## src/rtl/serial_alu_ctrl.sv

```systemverilog
// serial_alu_ctrl: bit-serial add/subtract sequencer sharing one full-adder slice over WIDTH cycles.
// Optional macro SERIAL_ALU_OVF_EN enables signed-overflow detection; without it ovf is tied to 0.
module serial_alu_ctrl #(
    parameter int WIDTH = 8
) (
    input  logic             clk,
    input  logic             rst,
    input  logic             start,
    input  logic             op_sub,
    input  logic [WIDTH-1:0] a,
    input  logic [WIDTH-1:0] b,
    output logic             busy,
    output logic             done,
    output logic [WIDTH-1:0] result,
    output logic             c_out,
    output logic             ovf
);
    localparam int CW = $clog2(WIDTH);
    typedef enum logic [1:0] {IDLE, RUN, DONE} state_t;
    state_t state, state_nx;
    logic [WIDTH-1:0] sa, sb, shifted;
    logic [WIDTH-2:0] sr;
    logic [CW-1:0] cnt;
    logic cy, accept, last, s, co;
    // one-bit full-adder slice and sequencing conditions
    always_comb begin
        accept  = start && (state != RUN);
        last    = cnt == CW'(WIDTH - 1);
        s       = sa[0] ^ sb[0] ^ cy;
        co      = (sa[0] & sb[0]) | (cy & (sa[0] ^ sb[0]));
        shifted = {s, sr};
    end
    // state register
    always_ff @(posedge clk) begin
        if (rst) state <= IDLE;
        else     state <= state_nx;
    end
    // next state and status outputs; start is only honoured outside RUN
    always_comb begin
        state_nx = IDLE;
        busy     = state == RUN;
        done     = state == DONE;
        state_nx = accept ? RUN : (state == RUN) ? (last ? DONE : RUN) : IDLE;
    end
    // operand capture, serial processing and result commit on the final bit
    always_ff @(posedge clk) begin
        if (rst) begin
            sa     <= '0;
            sb     <= '0;
            sr     <= '0;
            cy     <= 1'b0;
            cnt    <= '0;
            result <= '0;
            c_out  <= 1'b0;
        end else if (accept) begin
            sa  <= a;
            sb  <= op_sub ? ~b : b;
            cy  <= op_sub;
            cnt <= '0;
        end else if (state == RUN) begin
            sa  <= sa >> 1;
            sb  <= sb >> 1;
            sr  <= shifted[WIDTH-1:1];
            cy  <= co;
            cnt <= cnt + CW'(1);
            if (last) begin
                result <= shifted;
                c_out  <= co;
            end
        end
    end
`ifdef SERIAL_ALU_OVF_EN
    // signed overflow: carry into the MSB differs from carry out of it
    always_ff @(posedge clk) begin
        if (rst)                       ovf <= 1'b0;
        else if (state == RUN && last) ovf <= cy ^ co;
    end
`else
    assign ovf = 1'b0;
`endif
endmodule

```

## config.mk

```make
export PLATFORM = sky130hd
export DESIGN_NAME = serial_alu_ctrl
export DESIGN_NICKNAME = d
export VERILOG_FILES = /design/src/rtl/serial_alu_ctrl.sv
export SDC_FILE = /design/constraint.sdc
export NUM_CORES = 1
export LEC_CHECK = 0
export CAP_MARGIN = 20
export CORE_ASPECT_RATIO = 0.8
export CORE_MARGIN = 4
export CORE_UTILIZATION = 45
export CTS_CLUSTER_DIAMETER = 80
export CTS_CLUSTER_SIZE = 12
export DETAILED_ROUTE_END_ITERATION = 12
export DONT_BUFFER_PORTS = 1
export HOLD_SLACK_MARGIN = 0.06
export SYNTH_ARGS = -nofsm -noshare
export SYNTH_HDL_FRONTEND = slang
export SYNTH_SLANG_ARGS = --single-unit
```

## constraint.sdc

```tcl
create_clock -name clk -period 1.7 [get_ports clk]
set_clock_uncertainty 0.15 [all_clocks]
set_input_delay 0.255 -clock clk [delete_from_list [all_inputs] [get_ports clk]]
set_output_delay 0.255 -clock clk [all_outputs]
set_load 0.02 [all_outputs]
```

### Word-level counts from Yosys, hierarchy flattened

Index checks and enable logic that the tools add are counted.
Widths: inputs -> output; s select.

| storage, ports and cells | value |
|---|---|
| output and inout bits | 12 |
| register bits after elaboration | 38 |
| input port bits | 20 |

| cells by class | value |
|---|---|
| reduce and logical (&&, ||, !) cells | 6 |
| bitwise operators | 8 |
| eq/ne operators | 4 |
| mux-type cells | 10 |
| add/sub/neg operators | 1 |

Operators with widths:

| cell | number |
|---|---|
| $mux 8 | 5 |
| $not 8->8 | 1 |
| $mux 1 | 4 |
| $add 3x1->3 const B | 1 |
| $eq 3x3->1 const B | 1 |
| $reduce_and 3->1 | 1 |
| $reduce_or 3->1 | 1 |
| $and 1x1->1 | 2 |
| $eq 2x1->1 const B | 1 |
| $eq 2x2->1 const B | 1 |
| $mux 2 | 1 |
| $ne 2x1->1 const B | 1 |
| $not 1->1 | 2 |
| $reduce_and 2->1 | 1 |
| $reduce_bool 2->1 | 1 |
| $reduce_or 2->1 | 1 |
| $xor 1x1->1 | 2 |
| $logic_and 1x1->1 | 1 |
| $or 1x1->1 | 1 |

### Longest topological paths before layout

Gate-level depths: netlist of run 1.

| depth | value |
|---|---|
| word-level depth | 5 |
| depth in mapped cells | 7 |

### Least setup slack after synthesis of run 1

Ideal clock, no wire load.

| path | value |
|---|---|
| path type | reg-to-reg |
| start point | register cnt[0] |
| end point | register result[0] |
| cell stages (with the launch flop) | 8 |
| setup time | 0.071 ns |
| clock period less this slack | 1.474 ns |
| setup slack | 0.226 ns |
| data required time | 1.479 ns |
| arrival time | 1.253 ns |
| path through | dfxtp_1 > ha_1 > ha_1 > buf_2 > nand3b_1 > buf_2 > nand2_1 > a21oi_1 |

| between the ends | value |
|---|---|
| word-level cells in the longest chain between the ends | 2 |

RTL lines:

| element | line | text |
|---|---|---|
| from (decl) | 23 | `logic [CW-1:0] cnt;` |
| from (signal assigned) | 65 | `cnt <= cnt + CW'(1);` |
| $eq 3x3->1 | 28 | `last = cnt == CW'(WIDTH - 1);` |
| via last | 24 | `logic cy, accept, last, s, co;` |
| $reduce_and 3->1 (no source line) | - |  |
| to (signal assigned) | 67 | `result <= shifted;` |
| to (decl) | 14 | `output logic [WIDTH-1:0] result,` |

The timed path passes the listed nets, and every way through them passes these cells.
A chain may end at the register's enable or synchronous reset.

### Final worst setup path of run 1

| path | value |
|---|---|
| start point | register state[1] |
| end point | output busy |

| between the ends | value |
|---|---|
| word-level cells in the longest chain between the ends | 1 |

RTL lines:

| element | line | text |
|---|---|---|
| from (decl) | 20 | `state_t state, state_nx;` |
| from (signal assigned) | 36 | `else state <= state_nx;` |
| $eq 2x1->1 | 41 | `busy = state == RUN;` |
| to (decl) | 12 | `output logic busy,` |

Every way passes these cells.

==> results of run 1 <==
==> Yosys cell counts <==
library cell / n
sky130_fd_sc_hd__dfxtp_1: 38
sky130_fd_sc_hd__a211oi_1: 8
sky130_fd_sc_hd__clkbuf_1: 2
sky130_fd_sc_hd__nor3_1: 1
sky130_fd_sc_hd__a21oi_1: 25
sky130_fd_sc_hd__ha_1: 2
sky130_fd_sc_hd__nand2_1: 32
sky130_fd_sc_hd__nand2b_1: 2
sky130_fd_sc_hd__nor2_1: 18
sky130_fd_sc_hd__nor2b_1: 1
sky130_fd_sc_hd__conb_1: 1
sky130_fd_sc_hd__buf_6: 2
sky130_fd_sc_hd__a211o_1: 7
sky130_fd_sc_hd__buf_1: 1
sky130_fd_sc_hd__xnor2_1: 8
sky130_fd_sc_hd__o21ai_0: 1
sky130_fd_sc_hd__fa_1: 1
sky130_fd_sc_hd__inv_4: 1
sky130_fd_sc_hd__nand3_1: 9
sky130_fd_sc_hd__nand3b_1: 4
sky130_fd_sc_hd__buf_2: 8
sky130_fd_sc_hd__a2111oi_2: 1
sky130_fd_sc_hd__a21oi_2: 1
sky130_fd_sc_hd__mux2i_1: 9
sky130_fd_sc_hd__buf_4: 4
==> kinds of logic after synthesis <==
| group | Yosys count |
|---|---|
| simple gates | 67 |
| compound gates | 43 |
| flops | 38 |
| buf+inv | 18 |
| mux | 9 |
| xor+xnor | 8 |
| fa+ha+maj | 3 |
| other cells | 1 |
==> through the flow <==
stage                     hold slack (ns)  setup WS, ns  std cells  power, W  instance area, um2
final                             0.07129       0.09521        229  0.001754                1789
after global routing              0.07291      0.008359        229  0.001839                1789
after CTS                         0.06846       0.03866        229  0.001777                1787
after detailed placement           0.1729        0.1685        215  0.001127                1625
after global placement             0.1720        0.2601        215  0.001119                1625
after floorplan                    0.2866        0.2258        187  0.001135                1642
==> sequential cells by signal, indices dropped and copies added, names as in the netlist <==
register  count
result        8
sa            8
sb            8
sr            7
cnt           3
state         2
c_out         1
cy            1
==> layout make-up <==
class | instances | area, um2 | area share [%]
clock buffer | 7 | 86.33 | 4.825
tap | 42 | 52.55 | 2.937
inverter | 1 | 8.758 | 0.4895
timing repair buffer | 9 | 105.1 | 5.874
sequential | 38 | 760.7 | 42.52
multi-input combinational | 131 | 770.7 | 43.08
clock inverter | 1 | 5.005 | 0.2797
==> power by group through the flow <==
| stage | Clock, W | Combinational (W) | Sequential, W |
|---|---|---|---|
| 6_report | 0.000612 | 0.000188 | 0.000954 |
| 5_1_grt | 0.000668 | 0.000212 | 0.000958 |
| 4_1_cts | 0.000635 | 0.000189 | 0.000953 |
| 3_5_place_dp | 0 | 0.000154 | 0.000973 |
| 3_3_place_gp | 0 | 0.000148 | 0.000972 |
| 2_1_floorplan | 0 | 0.000167 | 0.000968 |
==> worst paths after layout <==
| path | end | startpoint | slack [ns] |
|---|---|---|---|
| worst max-delay path | busy | state[1] | 0.1 |
| worst min-delay path | sa[0] | a[0] | 0.07 |
| worst max register to register | state[0] | cnt[0] | 0.17 |
| worst min register to register | sb[5] | sb[6] | 0.31 |
==> what timing repair did <==
action / 4_1_cts / 5_1_grt
endpoints found under the setup margin: 0 / 1
hold endpoints to repair: 38 / 0
resized for setup: 0 / 1
hold buffers: 6 / 0
==> worst max-delay path, stage by stage, from the launching register on <==
cell and delay, ns:
sky130_fd_sc_hd__dfxtp_1 0.31, sky130_fd_sc_hd__nand2b_1 0.21, sky130_fd_sc_hd__inv_6 0.25, sky130_fd_sc_hd__buf_12 0.15
==> metal layers <==
layer  part of all wire, %  GRT usage (%)
met5                     0              0
met4                   1.5          7.481
met3                   6.4          5.145
met2                    46          25.58
met1                    46          17.58
==> flow_summary_export.csv, run 1 <==
group,metric,value,unit
job,max_cap_violations,0,
logic_synthesis,netlist-cell-type-count,25,
logic_synthesis,synth_top_family_by_area,"simple AND/OR/NAND/NOR gates",
floorplanning,fp.dieH,62.02,um
placement,dp_hpwl,1981,um
clock_network,clk_transition_reported_paths,0.07,ns
clock_network,clock_insertion_delay_worst_skew,0.28,ns
logic_synthesis,avgSynthCellArea,8.778,um2
sta,final-hold-violation-count,0,
power_and_ir_drop,switching_share,23.24,%
sta,slew_headroom,63.55,%
floorplanning,top_level_ports,32,
cells_and_area,mostFrequentLayoutCell,"sky130_fd_sc_hd__dfxtp_1",
cells_and_area,layout.filler_cells,321,
floorplanning,rows,19,
worst_setup_path,criticalPathCategory,"reg -> out",
cells_and_area,layout.core_utilization,51.55,%
logic_synthesis,flop_and_latch_count_out_of_synthesis,38,
global_route,grt_max_degree,39,
cells_and_area,area_growth_syn_to_layout,8.994,%
routing,ant_nets,0,
sta,final-setup-viol-count,0,
placement,gp_congestion,0.7255,
logic_synthesis,synth_top_area_share,46.34,%
clock_network,clk_path_buf_depth,2,
power_and_ir_drop,power.combinational.fraction,10.7,%
power_and_ir_drop,clock_power_share,34.9,%
power_and_ir_drop,power_leakage,0.6653,nW
global_route,grt_pass1_wl,5285,um
logic_synthesis,synth_xor_xnor_area_share,4.268,%
placement,io_buffer_count,0,
power_and_ir_drop,power.ir.vdd_worst,0.0004950,V
sta,worstMarginPinSlew,0.5450,ns
floorplanning,die_w,75.53,um
sta,min_period_over_period,94.40,%
worst_setup_path,reg2regPathDepth,5,
clock_network,post-cts-setup-buffers,0,
routing,detailed_routing_iteration_count_for_the_pre_antenna_repair_pass,4,
worst_hold_path,hp-class,"in -> reg",
floorplanning,design.die.area,4684,um2
floorplanning,core-area,3471,um2
global_route,grtUsageTotal,15.25,%
clock_network,h_tree_depth,2,
cells_and_area,num-nets-final,209,
logic_synthesis,synth_compound_gate_area_share,16.77,%
global_route,grt_antenna_before_repair,0,
logic_synthesis,yosys_warnings,0,
sta,finalCriticalPeriod,1.605,ns
logic_synthesis,fraction_of_the_yosys_area_taken_by_sequential_cells,46.34,%
worst_hold_path,worst_hold_path.num_cells,2,
clock_network,cts_made_buffers,5,
power_and_ir_drop,switching_power,0.0004076,W
worst_setup_path,crit_required,1.29,ns
floorplanning,effective_utilization_at_floorplan,47.30,%
power_and_ir_drop,pwr_density_cell,980.3,nW/um2
logic_synthesis,netlist_area,1642,um2
sta,totalNegativeSetupSlack,0,ns
logic_synthesis,yosysTopAreaCell,"sky130_fd_sc_hd__dfxtp_1",
global_route,grt_overflow,0,
clock_network,tritoncts_num_sinks,38,
worst_setup_path,cp_data_arrival_time,1.20,ns
routing,detail_route.wirelength,3116,um
sta,max_clock_freq,623.1,MHz
routing,drc,0,
logic_synthesis,synth_simple_gate_area_share,17.45,%
routing,num_vias,1235,
worst_setup_path,worst-path-max-fanout,37,
logic_synthesis,multiplexer_area_fraction_after_synthesis,5.488,%
power_and_ir_drop,p_int,0.001346,W
routing,number_of_design_rule_violations_left_by_the_first_detailed_router_iteration,61,
worst_setup_path,cp-end-kind,"output port",
cells_and_area,antenna-diode-count,0,
run_status,run_status,"finished clean",
cells_and_area,layout-drive-gt1-share,7.487,%
global_route,grt_pass1_vias,1223,
sta,drv_slew,0,
logic_synthesis,synthesis.nets,210,
sta,rsz0062_at_grt,"no",
clock_network,clock_tree_from_tritoncts,"yes",
routing,avgRoutedWirePerCell,13.61,um
logic_synthesis,synth-adder-area-share,2.744,%
cells_and_area,layout_common_cells,"sky130_fd_sc_hd__dfxtp_1 (38), sky130_fd_sc_hd__nand2_1 (32), sky130_fd_sc_hd__a21oi_1 (25)",
routing,via_per_inst,5.393,
logic_synthesis,synthesis.instances,187,
power_and_ir_drop,seq_power_share,54.4,%
worst_setup_path,critPathLaunchType,"register",
clock_network,cts.root.buffer_cell,"sky130_fd_sc_hd__clkbuf_8",
logic_synthesis,yosys-top-cells-area,"sky130_fd_sc_hd__dfxtp_1 (46%), sky130_fd_sc_hd__a21oi_1 (7.6%), sky130_fd_sc_hd__nand2_1 (7.3%), sky130_fd_sc_hd__mux2i_1 (5.5%), sky130_fd_sc_hd__xnor2_1 (4.3%)",
(Power assumes the default switching activity.)
==> inputs of run 2 (changes only) <==
Settings changed: CORE_UTILIZATION 45 to 55, PLACE_DENSITY set to 0.7.
==> flow_summary_export.csv, run 2 (same netlist as run 1, synthesis figures left out) <==
group,metric,value,unit
sta,rsz0062_at_grt,"no",
placement,io_buffer_count,0,
worst_setup_path,cp-end-kind,"output port",
global_route,grtUsageTotal,18.75,%
clock_network,h_tree_depth,2,
sta,drv_slew,0,
worst_setup_path,timing.rr.end,"result[5]",
global_route,grt_overflow,0,
worst_setup_path,r2r_slack,0.16,ns
sta,final-hold-violation-count,0,
floorplanning,design.die.area,3928,um2
cells_and_area,layout-drive-gt1-share,7.527,%
clock_network,clock_insertion_delay_worst_skew,0.28,ns
routing,number_of_design_rule_violations_left_by_the_first_detailed_router_iteration,102,
floorplanning,rows,17,
job,max_cap_violations,0,
floorplanning,effective_utilization_at_floorplan,58.47,%
cells_and_area,area_growth_syn_to_layout,8.841,%
power_and_ir_drop,power.ir.vdd_worst,0.0005981,V
global_route,grt_antenna_before_repair,0,
power_and_ir_drop,power_leakage,0.6717,nW
power_and_ir_drop,pwr_density_cell,956.7,nW/um2
cells_and_area,antenna-diode-count,0,
worst_setup_path,worst-path-max-fanout,19,
placement,gp_congestion,0.7294,
worst_hold_path,hp-class,"in -> reg",
routing,drc,0,
worst_setup_path,critPathLaunch,"state[1]",
clock_network,clock_tree_from_tritoncts,"yes",
sta,slew_headroom,61.49,%
placement,placed_cells_incl_taps,211,
floorplanning,core-area,2808,um2
routing,via_per_inst,5.647,
sta,final_critical_path_setup_slack,0.08972,ns
cells_and_area,post_layout_nonfiller_instances,224,
floorplanning,top_level_ports,32,
clock_network,clk_path_buf_depth,2,
sta,max_clock_freq,621.0,MHz
worst_setup_path,cp_data_arrival_time,1.21,ns
floorplanning,fp.dieH,56.87,um
floorplanning,die_w,69.08,um
sta,totalNegativeSetupSlack,0,ns
routing,detailed_routing_iteration_count_for_the_pre_antenna_repair_pass,4,
sta,min_period_over_period,94.72,%
worst_setup_path,r2r_start,"cnt[0]",
sta,finalCriticalPeriod,1.610,ns
placement,preCtsSetupSlack,0.1844,ns
clock_network,cts.root.buffer_cell,"sky130_fd_sc_hd__clkbuf_8",
run_status,run_status,"finished clean",
placement,dp_hpwl,2015,um
global_route,grt_pass1_wl,5851,um
worst_setup_path,crit_required,1.29,ns
clock_network,clk_transition_reported_paths,0.06,ns
routing,avgRoutedWirePerCell,15.46,um
sta,final-setup-viol-count,0,
clock_network,tritoncts_num_sinks,38,
cells_and_area,layout_common_cells,"sky130_fd_sc_hd__dfxtp_1 (38), sky130_fd_sc_hd__nand2_1 (32), sky130_fd_sc_hd__a21oi_1 (25)",
cells_and_area,largestRegisters,"result (8), sa (8), sb (8)",
global_route,grt_max_degree,39,
worst_setup_path,critPathCapture,"busy",
routing,detail_route.wirelength,3464,um
clock_network,cts_made_buffers,5,
routing,num_vias,1265,
cells_and_area,num-nets-final,209,
worst_setup_path,criticalPathCategory,"reg -> out",
worst_setup_path,critPathLaunchType,"register",
worst_setup_path,reg2regPathDepth,5,
sta,worstMarginPinSlew,0.5776,ns
routing,ant_nets,0,
global_route,grt_pass1_vias,1233,
cells_and_area,mostFrequentLayoutCell,"sky130_fd_sc_hd__dfxtp_1",
==> run 2: metrics by stage <==
step	power [W]	hold WS, ns	util (%)	area, um2
after floorplan	0.001135	0.2866	-	1642
after global placement	0.001115	0.1720	57.26	1608
after detailed placement	0.001121	0.1742	57.26	1608
after CTS	0.001700	0.06008	62.21	1747
after global routing	0.001794	0.08521	63.64	1787
final	0.001709	0.06111	63.64	1787
==> run 2: power by group <==
part	switching [W]	total, W	internal, W
registers	0.0000262	0.000957	0.000931
logic	0.000101	0.000197	0.0000956
clock network	0.000274	0.000555	0.000282
==> run 2: final cells by class <==
class | count | area, um2
Clock buffer | 7 | 76.32
Fill cell | 250 | 1021
Inverter | 1 | 30.03
Multi-Input combinational cell | 131 | 778.2
Sequential cell | 38 | 760.7
Tap cell | 38 | 47.55
Timing Repair Buffer | 8 | 85.08
Timing Repair inverter | 1 | 8.758
==> run 2: worst min path at each step <==
stage | from | endpoint | slack [ns] | cells past startpoint
floorplan | sr[0] | sr[0] | 0.29 | 2
global placement | rst | sb[6] | 0.17 | 1
detailed placement | rst | sb[6] | 0.17 | 1
CTS | a[4] | sa[4] | 0.06 | 2
global route | a[4] | sa[4] | 0.09 | 2
finish | a[4] | sa[4] | 0.06 | 2
==> run 2: critical path: stages (launching register included) <==
cell and delay (ns):
sky130_fd_sc_hd__dfxtp_1 0.37, sky130_fd_sc_hd__nand2b_4 0.19, sky130_fd_sc_hd__bufinv_16 0.21, sky130_fd_sc_hd__buf_4 0.16
==> run 2: routing by layer <==
layer / routed length [um] / track usage, % / part of all wire [%] / up-vias
met4: 82 / 10.03 / 2.4 / 0
met5: 0 / 0 / 0 / -
met2: 1679 / 28.94 / 48 / 38
met3: 202 / 5.546 / 5.8 / 8
li1: - / - / - / 633
met1: 1499 / 23.54 / 43 / 586
==> run 2: timing repair <==
action / 4_1_cts / 5_1_grt
gates cloned: 0 / 1
buffers inserted: 0 / 0
endpoints found under the hold margin: 38 / 0
endpoints found under the setup margin: 1 / 2
hold buffers: 5 / 0
resized for setup: 1 / 6
==> inputs of run 3 (changes only) <==
Settings changed: CTS_BUF_LIST set to sky130_fd_sc_hd__clkbuf_4, RECOVER_POWER set to 50, REMOVE_ABC_BUFFERS set to 1.
==> flow_summary_export.csv, run 3 (same netlist as run 1, synthesis figures left out) <==
group,metric,value,unit
run_status,run_status,"finished clean",
floorplanning,die_w,69.08,um
global_route,grt_pass1_vias,1322,
sta,worstMarginPinSlew,0.6698,ns
clock_network,h_tree_depth,2,
cells_and_area,layout.core_utilization,70.99,%
routing,number_of_design_rule_violations_left_by_the_first_detailed_router_iteration,90,
clock_network,clock_tree_from_tritoncts,"yes",
worst_setup_path,criticalPathCategory,"in -> reg",
worst_hold_path,worst_hold_path.num_cells,3,
worst_setup_path,cp-end-kind,"register",
worst_hold_path,hp-class,"in -> reg",
clock_network,clk_path_buf_depth,2,
worst_setup_path,crit_required,1.78,ns
placement,io_buffer_count,0,
power_and_ir_drop,power.ir.vdd_worst,0.0005714,V
floorplanning,core-area,2808,um2
sta,final-hold-violation-count,0,
routing,avgRoutedWirePerCell,14.52,um
sta,max_clock_freq,622.9,MHz
routing,drc,0,
routing,detail_route.wirelength,3573,um
sta,min_period_over_period,94.43,%
placement,dp_hpwl,1933,um
cells_and_area,antenna-diode-count,0,
floorplanning,design.die.area,3928,um2
clock_network,clock_insertion_delay_worst_skew,0.33,ns
sta,finalCriticalPeriod,1.605,ns
sta,final-setup-viol-count,0,
cells_and_area,num-nets-final,230,
clock_network,clk_transition_reported_paths,0.11,ns
floorplanning,fp.dieH,56.87,um
worst_setup_path,worst-path-max-fanout,20,
routing,detailed_routing_iteration_count_for_the_pre_antenna_repair_pass,4,
global_route,grt_antenna_before_repair,0,
routing,ant_nets,0,
routing,via_per_inst,5.549,
clock_network,tritoncts_num_sinks,38,
global_route,grt_pass1_wl,5954,um
cells_and_area,layout_common_cells,"sky130_fd_sc_hd__dfxtp_1 (38), sky130_fd_sc_hd__nand2_1 (32), sky130_fd_sc_hd__a21oi_1 (25)",
sta,slew_headroom,55.20,%
cells_and_area,largestRegisters,"result (8), sa (8), sb (8)",
global_route,grt_max_degree,39,
sta,drv_slew,0,
floorplanning,top_level_ports,32,
clock_network,cts.root.buffer_cell,"sky130_fd_sc_hd__clkbuf_4",
cells_and_area,area_growth_syn_to_layout,21.42,%
worst_setup_path,critPathLaunchType,"input pin",
floorplanning,effective_utilization_at_floorplan,58.47,%
power_and_ir_drop,p_total,0.001830,W
clock_network,cts_made_buffers,5,
power_and_ir_drop,pwr_density_cell,918.1,nW/um2
worst_setup_path,cp_data_arrival_time,1.69,ns
floorplanning,rows,17,
placement,placed_cells_incl_taps,211,
cells_and_area,post_layout_nonfiller_instances,246,
worst_setup_path,reg2regPathDepth,5,
routing,num_vias,1365,
placement,gp_congestion,0.7070,
cells_and_area,layout-drive-gt1-share,9.615,%
global_route,grtUsageTotal,18.65,%
cells_and_area,mostFrequentLayoutCell,"sky130_fd_sc_hd__dfxtp_1",
global_route,grt_overflow,0,
power_and_ir_drop,power_leakage,0.7617,nW
job,max_cap_violations,0,
cells_and_area,layout.filler_cells,236,
## run 3: cell type report
| cell class | count | area, um2 | share of cell area, % |
|---|---|---|---|
| tap | 38 | 47.55 | 2.385 |
| timing repair inverter | 1 | 8.758 | 0.4394 |
| inverter | 1 | 30.03 | 1.507 |
| clock inverter | 1 | 30.03 | 1.507 |
| multi-input combinational | 131 | 778.2 | 39.05 |
| timing repair buffer | 29 | 285.3 | 14.31 |
| sequential | 38 | 760.7 | 38.17 |
| clock buffer | 7 | 52.55 | 2.637 |
## run 3: path summary, 6_finish.rpt
| kind | start | end | slack, ns |
|---|---|---|---|
| worst min register to register | sb[1] | sb[0] | 0.31 |
| worst max register to register | cnt[0] | result[2] | 0.14 |
| worst min-delay path | b[0] | sb[0] | 0.07 |
| worst max-delay path | start | sb[7] | 0.09 |
## run 3: repair_timing
action	in CTS	in global routing
endpoints found under the hold margin	38	0
hold buffers	23	0
gates cloned	0	1
buffers inserted	0	3
gates resized for setup	3	3
setup endpoints to repair	1	2
## run 3: metrics by stage
step                hold slack [ns]  instance area (um2)  setup slack (ns)     TNS, ns
global placement             0.1730                 1608            0.2567           0
detailed placement           0.1761                 1608            0.1708           0
CTS                         0.06123                 1954          0.009966           0
global route                0.07062                 1993        -0.0003445  -0.0003445
finish                      0.06595                 1993           0.09469           0
floorplan                    0.1674                 1538          -0.07803     -0.4895
## run 3: worst max-delay path, cell delays in order
cell,delay [ns]
sky130_fd_sc_hd__dlygate4sd3_1,0.97
sky130_fd_sc_hd__nor2_1,0.12
sky130_fd_sc_hd__a2111oi_2,0.34
## run 3: report_power, final
group          total, W  internal [W]  leakage, nW  switching, W
Clock          0.000624      0.000344       0.0463      0.000280
Sequential     0.000954      0.000930        0.310     0.0000235
Combinational  0.000252      0.000137        0.405      0.000115
Total           0.00183       0.00141        0.762      0.000418
## run 3: layer usage
layer	GRT usage [%]	share of wire, %
met1	22.92	44
met2	31.79	50
met3	5.367	4.5
met4	5.292	1.6
met5	0	0
